<file path="config.mk">
export PLATFORM = sky130hd
export DESIGN_NAME = ph_sample_receiver
export DESIGN_NICKNAME = d
export VERILOG_FILES = /design/src/rtl/ph_rx_pkg.sv /design/src/rtl/ph_rx_bit_sync.sv /design/src/rtl/ph_sample_receiver.sv
export SDC_FILE = /design/constraint.sdc
export NUM_CORES = 1
export LEC_CHECK = 0
export ABC_CLOCK_PERIOD_IN_PS = 2900
export CAP_MARGIN = 20
export CORE_AREA = 8 8 60 62
export DETAILED_ROUTE_END_ITERATION = 12
export DIE_AREA = 0 0 68 70
export DONT_BUFFER_PORTS = 1
export PLACE_DENSITY = 0.47
export SKIP_CTS_REPAIR_TIMING = 1
export SLEW_MARGIN = 5
export SYNTH_ARGS = -nofsm -noshare
export SYNTH_HDL_FRONTEND = slang
export SYNTH_SLANG_ARGS = --single-unit
</file>
<file path="constraint.sdc">
create_clock -name clk -period 2.9 [get_ports clk]
set_input_delay 0.29 -clock clk [delete_from_list [all_inputs] [get_ports clk]]
set_output_delay 0.29 -clock clk [all_outputs]
set_load 0.05 [all_outputs]
</file>
<file path="src/rtl/ph_rx_pkg.sv">
// ph_rx_pkg: shared types and constants for the pH sample receiver.
//   rx_state_t        receiver FSM states
//   PH_W              width of one pH code
//   FRAME_BITS_PAR    serial frame length with the parity bit present
//   FRAME_BITS_NOPAR  serial frame length without the parity bit
package ph_rx_pkg;

  localparam int PH_W             = 4;
  localparam int FRAME_BITS_PAR   = 7;
  localparam int FRAME_BITS_NOPAR = 6;

  typedef enum logic [2:0] {
    IDLE,
    START,
    DATA,
    PARITY,
    STOP,
    WAIT_IDLE
  } rx_state_t;

endpackage

</file>
<file path="src/rtl/ph_rx_bit_sync.sv">
// ph_bit_sync: two-flop synchroniser for the asynchronous sensor line.
// Both flops reset to 1 so a reset never looks like a start bit.
//   clk  in   system clock
//   rst  in   synchronous active-high reset
//   d    in   raw asynchronous input
//   q    out  synchronised copy of d (2-cycle latency)
module ph_bit_sync (
  input  logic clk,
  input  logic rst,
  input  logic d,
  output logic q
);

  logic meta;

  always_ff @(posedge clk) begin
    if (rst) begin
      meta <= 1'b1;
      q    <= 1'b1;
    end else begin
      meta <= d;
      q    <= meta;
    end
  end

endmodule

</file>
<file path="src/rtl/ph_sample_receiver.sv">
// ph_sample_receiver: deframes the pH sensor serial line and holds the last
// good 4-bit sample for the analyzer.
// Frame: start(0), D3..D0 MSB first, [even parity], stop(1).
// Build option: define PH_PARITY_EN to include and check the parity bit;
// without it the frame is 6 bits and only the stop bit is checked.
//   clk       in   system clock
//   rst       in   synchronous active-high reset
//   sdi       in   raw serial line, idle high, asynchronous
//   bloodPH   out  last accepted pH code
//   phValid   out  one-cycle pulse when bloodPH was just updated
//   frameErr  out  one-cycle pulse when a frame was rejected
//
// state     | meaning
// IDLE      | line idle, waiting for a low level
// START     | timing to mid start bit to reject glitches
// DATA      | sampling D3..D0 once per bit period
// PARITY    | sampling the parity bit (PH_PARITY_EN only)
// STOP      | sampling the stop bit, deciding accept/reject
// WAIT_IDLE | after a missing stop bit, waiting for the line to go high
module ph_sample_receiver
  import ph_rx_pkg::*;
#(
  parameter int CLKS_PER_BIT = 4
) (
  input  logic            clk,
  input  logic            rst,
  input  logic            sdi,
  output logic [PH_W-1:0] bloodPH,
  output logic            phValid,
  output logic            frameErr
);

  localparam int CW = $clog2(CLKS_PER_BIT);
  localparam logic [CW-1:0] HALF_TC = CW'(CLKS_PER_BIT / 2 - 1);
  localparam logic [CW-1:0] FULL_TC = CW'(CLKS_PER_BIT - 1);

  logic            sdi_s;
  rx_state_t       state, state_next;
  logic [CW-1:0]   cnt, cnt_next;
  logic [1:0]      idx, idx_next;
  logic [PH_W-1:0] shift, shift_next;
  logic [PH_W-1:0] ph_next;
  logic            valid_next, err_next;
  logic            parity_ok;

  ph_bit_sync u_sync (
    .clk (clk),
    .rst (rst),
    .d   (sdi),
    .q   (sdi_s)
  );

`ifdef PH_PARITY_EN
  logic par_bit, par_next;
  // Even parity over data plus parity bit.
  assign parity_ok = ~^{shift, par_bit};
`else
  assign parity_ok = 1'b1;
`endif

  always_ff @(posedge clk) begin
    if (rst) begin
      state    <= IDLE;
      cnt      <= '0;
      idx      <= '0;
      shift    <= '0;
      bloodPH  <= '0;
      phValid  <= 1'b0;
      frameErr <= 1'b0;
`ifdef PH_PARITY_EN
      par_bit  <= 1'b0;
`endif
    end else begin
      state    <= state_next;
      cnt      <= cnt_next;
      idx      <= idx_next;
      shift    <= shift_next;
      bloodPH  <= ph_next;
      phValid  <= valid_next;
      frameErr <= err_next;
`ifdef PH_PARITY_EN
      par_bit  <= par_next;
`endif
    end
  end

  always_comb begin
    state_next = state;
    cnt_next   = cnt + CW'(1);
    idx_next   = idx;
    shift_next = shift;
    ph_next    = bloodPH;
    valid_next = 1'b0;
    err_next   = 1'b0;
`ifdef PH_PARITY_EN
    par_next   = par_bit;
`endif
    case (state)
      IDLE: begin
        cnt_next = '0;
        if (!sdi_s) state_next = START;
      end
      START: begin
        if (cnt == HALF_TC) begin
          cnt_next   = '0;
          idx_next   = '0;
          // A high level at mid start bit is a glitch, not an error.
          state_next = sdi_s ? IDLE : DATA;
        end
      end
      DATA: begin
        if (cnt == FULL_TC) begin
          cnt_next   = '0;
          shift_next = {shift[PH_W-2:0], sdi_s};
          idx_next   = idx + 2'd1;
          if (idx == 2'd3) begin
`ifdef PH_PARITY_EN
            state_next = PARITY;
`else
            state_next = STOP;
`endif
          end
        end
      end
`ifdef PH_PARITY_EN
      PARITY: begin
        if (cnt == FULL_TC) begin
          cnt_next   = '0;
          par_next   = sdi_s;
          state_next = STOP;
        end
      end
`endif
      STOP: begin
        if (cnt == FULL_TC) begin
          cnt_next = '0;
          if (!sdi_s) begin
            err_next   = 1'b1;
            state_next = WAIT_IDLE;
          end else if (parity_ok) begin
            ph_next    = shift;
            valid_next = 1'b1;
            state_next = IDLE;
          end else begin
            err_next   = 1'b1;
            state_next = IDLE;
          end
        end
      end
      WAIT_IDLE: begin
        cnt_next = '0;
        if (sdi_s) state_next = IDLE;
      end
      default: begin
        cnt_next   = '0;
        state_next = IDLE;
      end
    endcase
  end

endmodule

</file>
## Yosys cells after proc, flatten, opt, wreduce, memory -nomap -nowiden

Cells that the tools add are included.
W data, S select, Z words.

- Register bits after elaboration: 19
- Bits of input ports: 3
- Output and inout bits: 6
- Word-level logic and storage cells: 51

- Reductions and logical operators: 8
- Add/sub/neg operators: 2
- Equality and inequality tests: 13
- Bitwise operators: 2
- Muxes and demuxes: 17

Operators by type and width:

| cell | count |
|---|---|
| $mux W3 | 7 |
| $pmux W3 S5 | 1 |
| $mux W2 | 5 |
| $ne A2 B2 Y1 const B | 5 |
| $pmux W2 S2 | 2 |
| $eq A3 B3 Y1 const B | 2 |
| $reduce_and A3 Y1 | 2 |
| $reduce_and A6 Y1 | 1 |
| $add A2 B1 Y2 const B | 2 |
| $eq A2 B2 Y1 const B | 2 |
| $eq A3 B1 Y1 const B | 1 |
| $eq A3 B2 Y1 const B | 1 |
| $logic_not A3 Y1 | 1 |
| $reduce_or A3 Y1 | 1 |
| $eq A2 B1 Y1 const B | 1 |
| $mux W1 | 2 |
| $ne A2 B1 Y1 const B | 1 |
| $not A1 Y1 | 2 |
| $reduce_and A2 Y1 | 1 |
| $reduce_bool A2 Y1 | 1 |
| $reduce_or A2 Y1 | 1 |

## Logic depth before layout (Yosys ltp)

Gate-level depths: netlist of run 1.

- Depth after elaboration: 4
- Mapped depth: 6
- Depth with buffers taken out: 6

## By module

Synthesis of run 1 repeated with hierarchy kept, for this count alone.

- Cells, all modules: 94
- Area, all modules: 949.7 µm²

By module, submodules not included:

| module | cells each | times used | area an instance (µm²) |
|---|---|---|---|
| ph_sample_receiver | 90 | 1 | 897.1 |
| ph_bit_sync | 4 | 1 | 52.6 |

## Least setup slack after synthesis of run 1

No wires, ideal clock.

- Kind: reg2reg
- From: register cnt[0]
- To: register bloodPH[0]
- Required time: 2772 ps
- Data arrival time: 1492 ps
- Path buffers: 0
- Cell stages (with the launch flop): 6
- Period minus slack after synthesis: 1619 ps
- Slack: 1281 ps
- Path through: dfxtp_1 ha_1 or3b_2 nor2_4 mux2i_1 nor2_1

- Word-level cells in the longest chain between the ends: 2

Ends and longest elaborated chain:

| element | RTL line | text |
|---|---|---|
| from (decl) | ph_sample_receiver.sv:39 | `logic [CW-1:0] cnt, cnt_next;` |
| from (signal assigned) | ph_sample_receiver.sv:75 | `cnt <= cnt_next;` |
| $eq A2 B2 Y1 | ph_sample_receiver.sv:135 | `if (cnt == FULL_TC) begin` |
| $reduce_and A3 Y1 (no line) | - |  |
| to (signal assigned) | ph_sample_receiver.sv:78 | `bloodPH <= ph_next;` |
| to (decl) | ph_sample_receiver.sv:28 | `output logic [PH_W-1:0] bloodPH,` |

No other way between the ends.
A chain may end at the register's enable or synchronous reset.

## Final worst setup path of run 1

- From: register cnt[0]
- To: register bloodPH[1]

Same word-level chain as after synthesis.

==> metrics.csv, run 1 <==
metric;value;unit
cts_sinks;19;
synth-seq-cells;19;
crit_family;simple AND/OR/NAND/NOR gates;
gp_congestion;0.777;
grt_pass1_vias;624;
final_area;920;um2
wirelength;1600;um
port_buffers;0;
antenna_found_initial;0;
cp_data_arrival_time;1950;ps
slew_headroom;65.7;%
dr_total_vias;612;
setup_tns;0;ps
dp_slack;1140;ps
drc;0;
netlist_top_cells_count;19 x dfxtp_1, 14 x nor2_1, 10 x mux2i_1;
irDropWorstVdd;0.555;mV
grt_max_degree;21;
fmax;569;MHz
ant_nets;0;
p_leak;0.000309;uW
final.period_utilization;60.6;%
maxCapViolations;0;
hold_viol;0;
drt-initial-drc-count;53;
dpl.hpwl;1090;um
overflow;0;
ys_warn_count;0;
path_max_fanout;5;
clk_pin_slew_worst_paths;110;ps
dieArea;4760;um2
n_fill_cell;291;
yosysTopAreaCellShare;42.6;%
ys_types;31;
synth_area_leaders;dfxtp_1 43%, mux2i_1 11%, nor2_1 5.9%;
die_x;68;um
yosys_most_used_dff;dfxtp_1;
final_nets;100;
worstPathRequired;3090;ps
finalSetupViolCount;0;
power_density;628;nW/um2
crit_chain;ha_1, or3b_2, nor2_4, mux2i_1, nor2_1;
synth.avg_cell_area;9.40;um2
die_h;70;um
start_util;33.6;%
yosysMostFrequentCell;dfxtp_1;
status;completed;
cts.path.max_buffers;2;
cts.htree.levels;1;
cts_tree;yes;
fin_ws;1140;ps
placed_area;893;um2
cts_root_buffer;clkbuf_4;
netlist_area;893;um2
diodes;0;
cts-buffers-inserted;3;
yosysSeqAreaShare;42.6;%
layout_min_cycle_time;1760;ps
slowest_stage;or3b_2;
io_pins;9;
row_count;19;
slowest_delay;530;ps
synth_edf_count;0;
critPathBufInv;0;
async_flop_share;0;%
clk_latency;290;ps
worstSetupPathType;reg2reg;
yosys.area.top_type;dfxtp_1;
dr.pass1.iters;4;
syn_inst;95;
core-area;2660;um2
startpoint_type;register;
final_layout_size_suffix_gt1_share;12.0;%
syn_nets;102;
endpoint_kind;register;
worst_pin_slew;514;ps
skew;8.68;ps
grt_setup_unrepaired;false;
area_growth_syn_to_layout;2.94;%
slew_viol_final;0;
hold_path.class;in2reg;
grt_pass1_wl;2880;um
track_usage;7.59;%
hold-worst-slack;50.9;ps
wl_per_cell;13.0;um
viasPerCell;4.98;
worst paths after layout:
kind | startpoint | end | slack [ps] | cells past startpoint
worst max register to register | cnt[0] | bloodPH[1] | 1140 | 5
worst min-delay path | rst | bloodPH[0] | 50 | 1
worst min register to register | u_sync.meta | u_sync.q | 420 | 1
worst max-delay path | cnt[0] | bloodPH[1] | 1140 | 5
report_power, final:
group	internal (uW)	switching [uW]	total, uW
combinational	60.4	62.9	123
clock	53.5	77.8	131
sequential	280	43.3	323
cell type report:
class / instances / area [um2] / share of cell area [%]
sequential: 19 / 380 / 41.4
clock buffer: 4 / 26.3 / 2.86
inverter: 4 / 15.0 / 1.63
multi-input combinational: 65 / 459 / 49.9
tap: 31 / 38.8 / 4.22
cells in the final DEF (no fill, tap or decap):
cell type	instances
ha_1	4
o41ai_1	1
a211o_1	1
or3b_2	2
nand3b_1	2
nor2_1	14
or2_2	2
o21ai_0	1
mux2i_1	10
o32ai_2	1
and4bb_2	1
nor4b_1	1
clkbuf_1	1
o32a_1	1
a31o_1	1
nand2_1	6
and3_2	1
o31ai_1	1
xnor2_1	1
dfxtp_1	19
a21o_1	1
a21oi_1	3
nor2_4	1
nor3b_1	1
or3_1	2
clkbuf_4	3
nor2b_1	1
nor3_1	4
inv_1	4
or2_0	1
metal layers:
metal	vias to the layer above	global-route usage [%]	share of wire [%]
li1	317	-	-
met1	286	9.05	48
met2	9	11.6	46
met3	0	4.31	6.4
met4	0	1.37	0
met5	-	0	0
stage by stage:
stage               total power (uW)  util (%)  std cells
floorplan                        441         -         95
global placement                 453      33.6        119
detailed placement               450      33.6        119
CTS                              585      34.5        123
global route                     620      34.5        123
finish                           578      34.5        123
cells by family after synthesis:
logic type / after synthesis / synth area share, %
xor gates and xnor gates: 1 / 0.981
adders and majority gates: 4 / 5.60
AOI/OAI and AO/OA: 11 / 9.80
muxes: 10 / 11.2
and+or+nand+nor: 39 / 23.8
buffers and inverters: 11 / 6.02
DFF: 19 / 42.6
flip-flops by register name (all words and copies together) (netlist names):
name,count
bloodPH,4
shift,4
state,3
cnt,2
idx,2
frameErr,1
phValid,1
u_sync.meta,1
u_sync.q,1
(Power assumes the default switching activity.)
==> inputs of run 2 (changes only) <==
--- a/config.mk
+++ b/config.mk
@@ -5,7 +5,7 @@
 export SDC_FILE = /design/constraint.sdc
 export NUM_CORES = 1
 export LEC_CHECK = 0
-export ABC_CLOCK_PERIOD_IN_PS = 2900
+export ABC_CLOCK_PERIOD_IN_PS = 1800
 export CAP_MARGIN = 20
 export CORE_AREA = 8 8 60 62
 export DETAILED_ROUTE_END_ITERATION = 12
==> constraint.sdc (replaced) <==
create_clock -name clk -period 1.8 [get_ports clk]
set_input_delay 0.18 -clock clk [delete_from_list [all_inputs] [get_ports clk]]
set_output_delay 0.18 -clock clk [all_outputs]
set_load 0.05 [all_outputs]
==> run 2 against run 1 <==
Compared with the run above: total power increased by 65%; cell count is 4.1% higher; fmax increased by 5.4%; non-clock buffer count rose by 5; sequential power is 58% higher; clock power increased by 65%; die area is the same; largest cell class unchanged.
==> metrics.csv, run 2 (synthesis gave the netlist of run 1 again) <==
metric;value;unit;change
status;completed;;
crit_family;simple AND/OR/NAND/NOR gates;;
slowest_delay;500;ps;-30 ps
cts.htree.levels;1;;unchanged
slew_headroom;54.5;%;-11 points
gp_congestion;0.728;;-6.3%
cts_root_buffer;clkbuf_4;;
cts-buffers-inserted;3;;unchanged
final_core_util;36.2;%;+1.6 points
hold-path-endpoint;state[0];;
hold_path.class;in2reg;;
worstPathRequired;1970;ps;-1120 ps
min_from;rst;;
io_pins;9;;unchanged
final.period_utilization;92.7;%;+32 points
track_usage;8.00;%;+0.40 points
p_leak;0.000335;uW;+8.5%
largest_registers;bloodPH x4, shift x4, state x3;;
dpl.hpwl;1190;um;+9.0%
overflow;0;;unchanged
cts.path.max_buffers;2;;unchanged
endpoint_kind;register;;
area_growth_syn_to_layout;7.84;%;
setup_tns;0;ps;unchanged
clk_latency;300;ps;about the same
critPathBufInv;0;;unchanged
core-area;2660;um2;unchanged
slew_viol_final;0;;unchanged
maxCapViolations;0;;unchanged
grt_max_degree;21;;unchanged
start_util;33.6;%;unchanged
cts_sinks;19;;unchanged
drc;0;;unchanged
rrSetupSlack;130;ps;-1010 ps
antenna_found_initial;0;;unchanged
worstSetupPathType;reg2reg;;
crit_chain;ha_1, or3b_2, nor2_4, mux2i_1, nor2_1;;
worst_pin_slew;680;ps;+166 ps
hold_viol;0;;unchanged
mostFrequentLayoutCell;dfxtp_1;;
r2r_cells;5;;unchanged
power_density;991;nW/um2;+58%
fmax;599;MHz;+5.4%
skew;4.72;ps;-3.96 ps
grt_pass1_vias;609;;-2.4%
wirelength;1720;um;+7.5%
wl_per_cell;13.4;um;+3.3%
row_count;19;;unchanged
die_h;70;um;unchanged
die_x;68;um;unchanged
startpoint_type;register;;
regToRegEndpoint;bloodPH[1];;
finalPower;955;uW;+65%
rr_startpoint;cnt[0];;
grt_pass1_wl;2980;um;+3.3%
path_max_fanout;4;;-1
final_nets;105;;+5.0%
whs_path_depth;3;;+2
layout_min_cycle_time;1670;ps;-90.0 ps
grt_setup_unrepaired;false;;
cts_tree;yes;;
dieArea;4760;um2;unchanged
drt-initial-drc-count;50;;-5.7%
dr_total_vias;636;;+3.9%
finalSetupViolCount;0;;unchanged
final_cell_mix;19 x dfxtp_1, 14 x nor2_1, 10 x mux2i_1;;
irDropWorstVdd;0.771;mV;+39%
clk_pin_slew_worst_paths;110;ps;about the same
slowest_stage;or3b_2;;
diodes;0;;unchanged
cp.depth;5;;unchanged
dr.pass1.iters;2;;-2
port_buffers;0;;unchanged
final_layout_size_suffix_gt1_share;15.5;%;+3.5 points
viasPerCell;4.97;;-0.14%
ant_nets;0;;unchanged
cp_data_arrival_time;1840;ps;-110 ps
-- run 2: where the power goes --
| group | switching [uW] | leakage, uW | internal [uW] |
|---|---|---|---|
| sequential | 58.6 | 0.000154 | 451 |
| clock | 133 | 0.0000177 | 82.8 |
| combinational | 123 | 0.000163 | 107 |
| total | 314 | 0.000335 | 641 |
-- run 2: worst reg2reg max path: stages, from the launching register on --
cell	delay, ps
dfxtp_1	390
ha_1	180
or3b_2	500
nor2_4	210
mux2i_1	210
nor2_1	50
-- run 2: through the flow --
step | hold slack, ps | setup WS, ps | area (um2) | instances
finish | 56.3 | 131 | 963 | 128
global route | 41.5 | 4.45 | 963 | 128
CTS | -75.0 | 157 | 943 | 126
detailed placement | 254 | 180 | 916 | 122
global placement | 253 | 191 | 916 | 122
floorplan | 284 | 181 | 893 | 95
-- run 2: area by class of cell --
class	count	area (um2)
clock buffer	3	22.5
clock inverter	1	5.00
fill	291	1700
tap	31	38.8
timing repair buffer	5	42.5
sequential	19	380
multi-input combinational	65	459
inverter	4	15.0
-- run 2: metal layers --
metal / track usage [%] / vias to the layer above / share of wire (%)
li1: - / 327 / -
met4: 1.37 / 0 / 0.70
met1: 10.3 / 299 / 49
met2: 11.5 / 8 / 45
met5: 0 / - / 0
met3: 4.31 / 2 / 5.6
-- run 2: how the worst max path moves through the flow --
stage	endpoint	slack, ps	start
5_1_grt	bloodPH[1]	4	cnt[0]
4_1_cts	bloodPH[1]	160	cnt[0]
2_1_floorplan	bloodPH[0]	180	cnt[0]
6_report	bloodPH[1]	130	cnt[0]
3_5_place_dp	bloodPH[1]	180	cnt[0]
3_3_place_gp	bloodPH[3]	190	cnt[0]
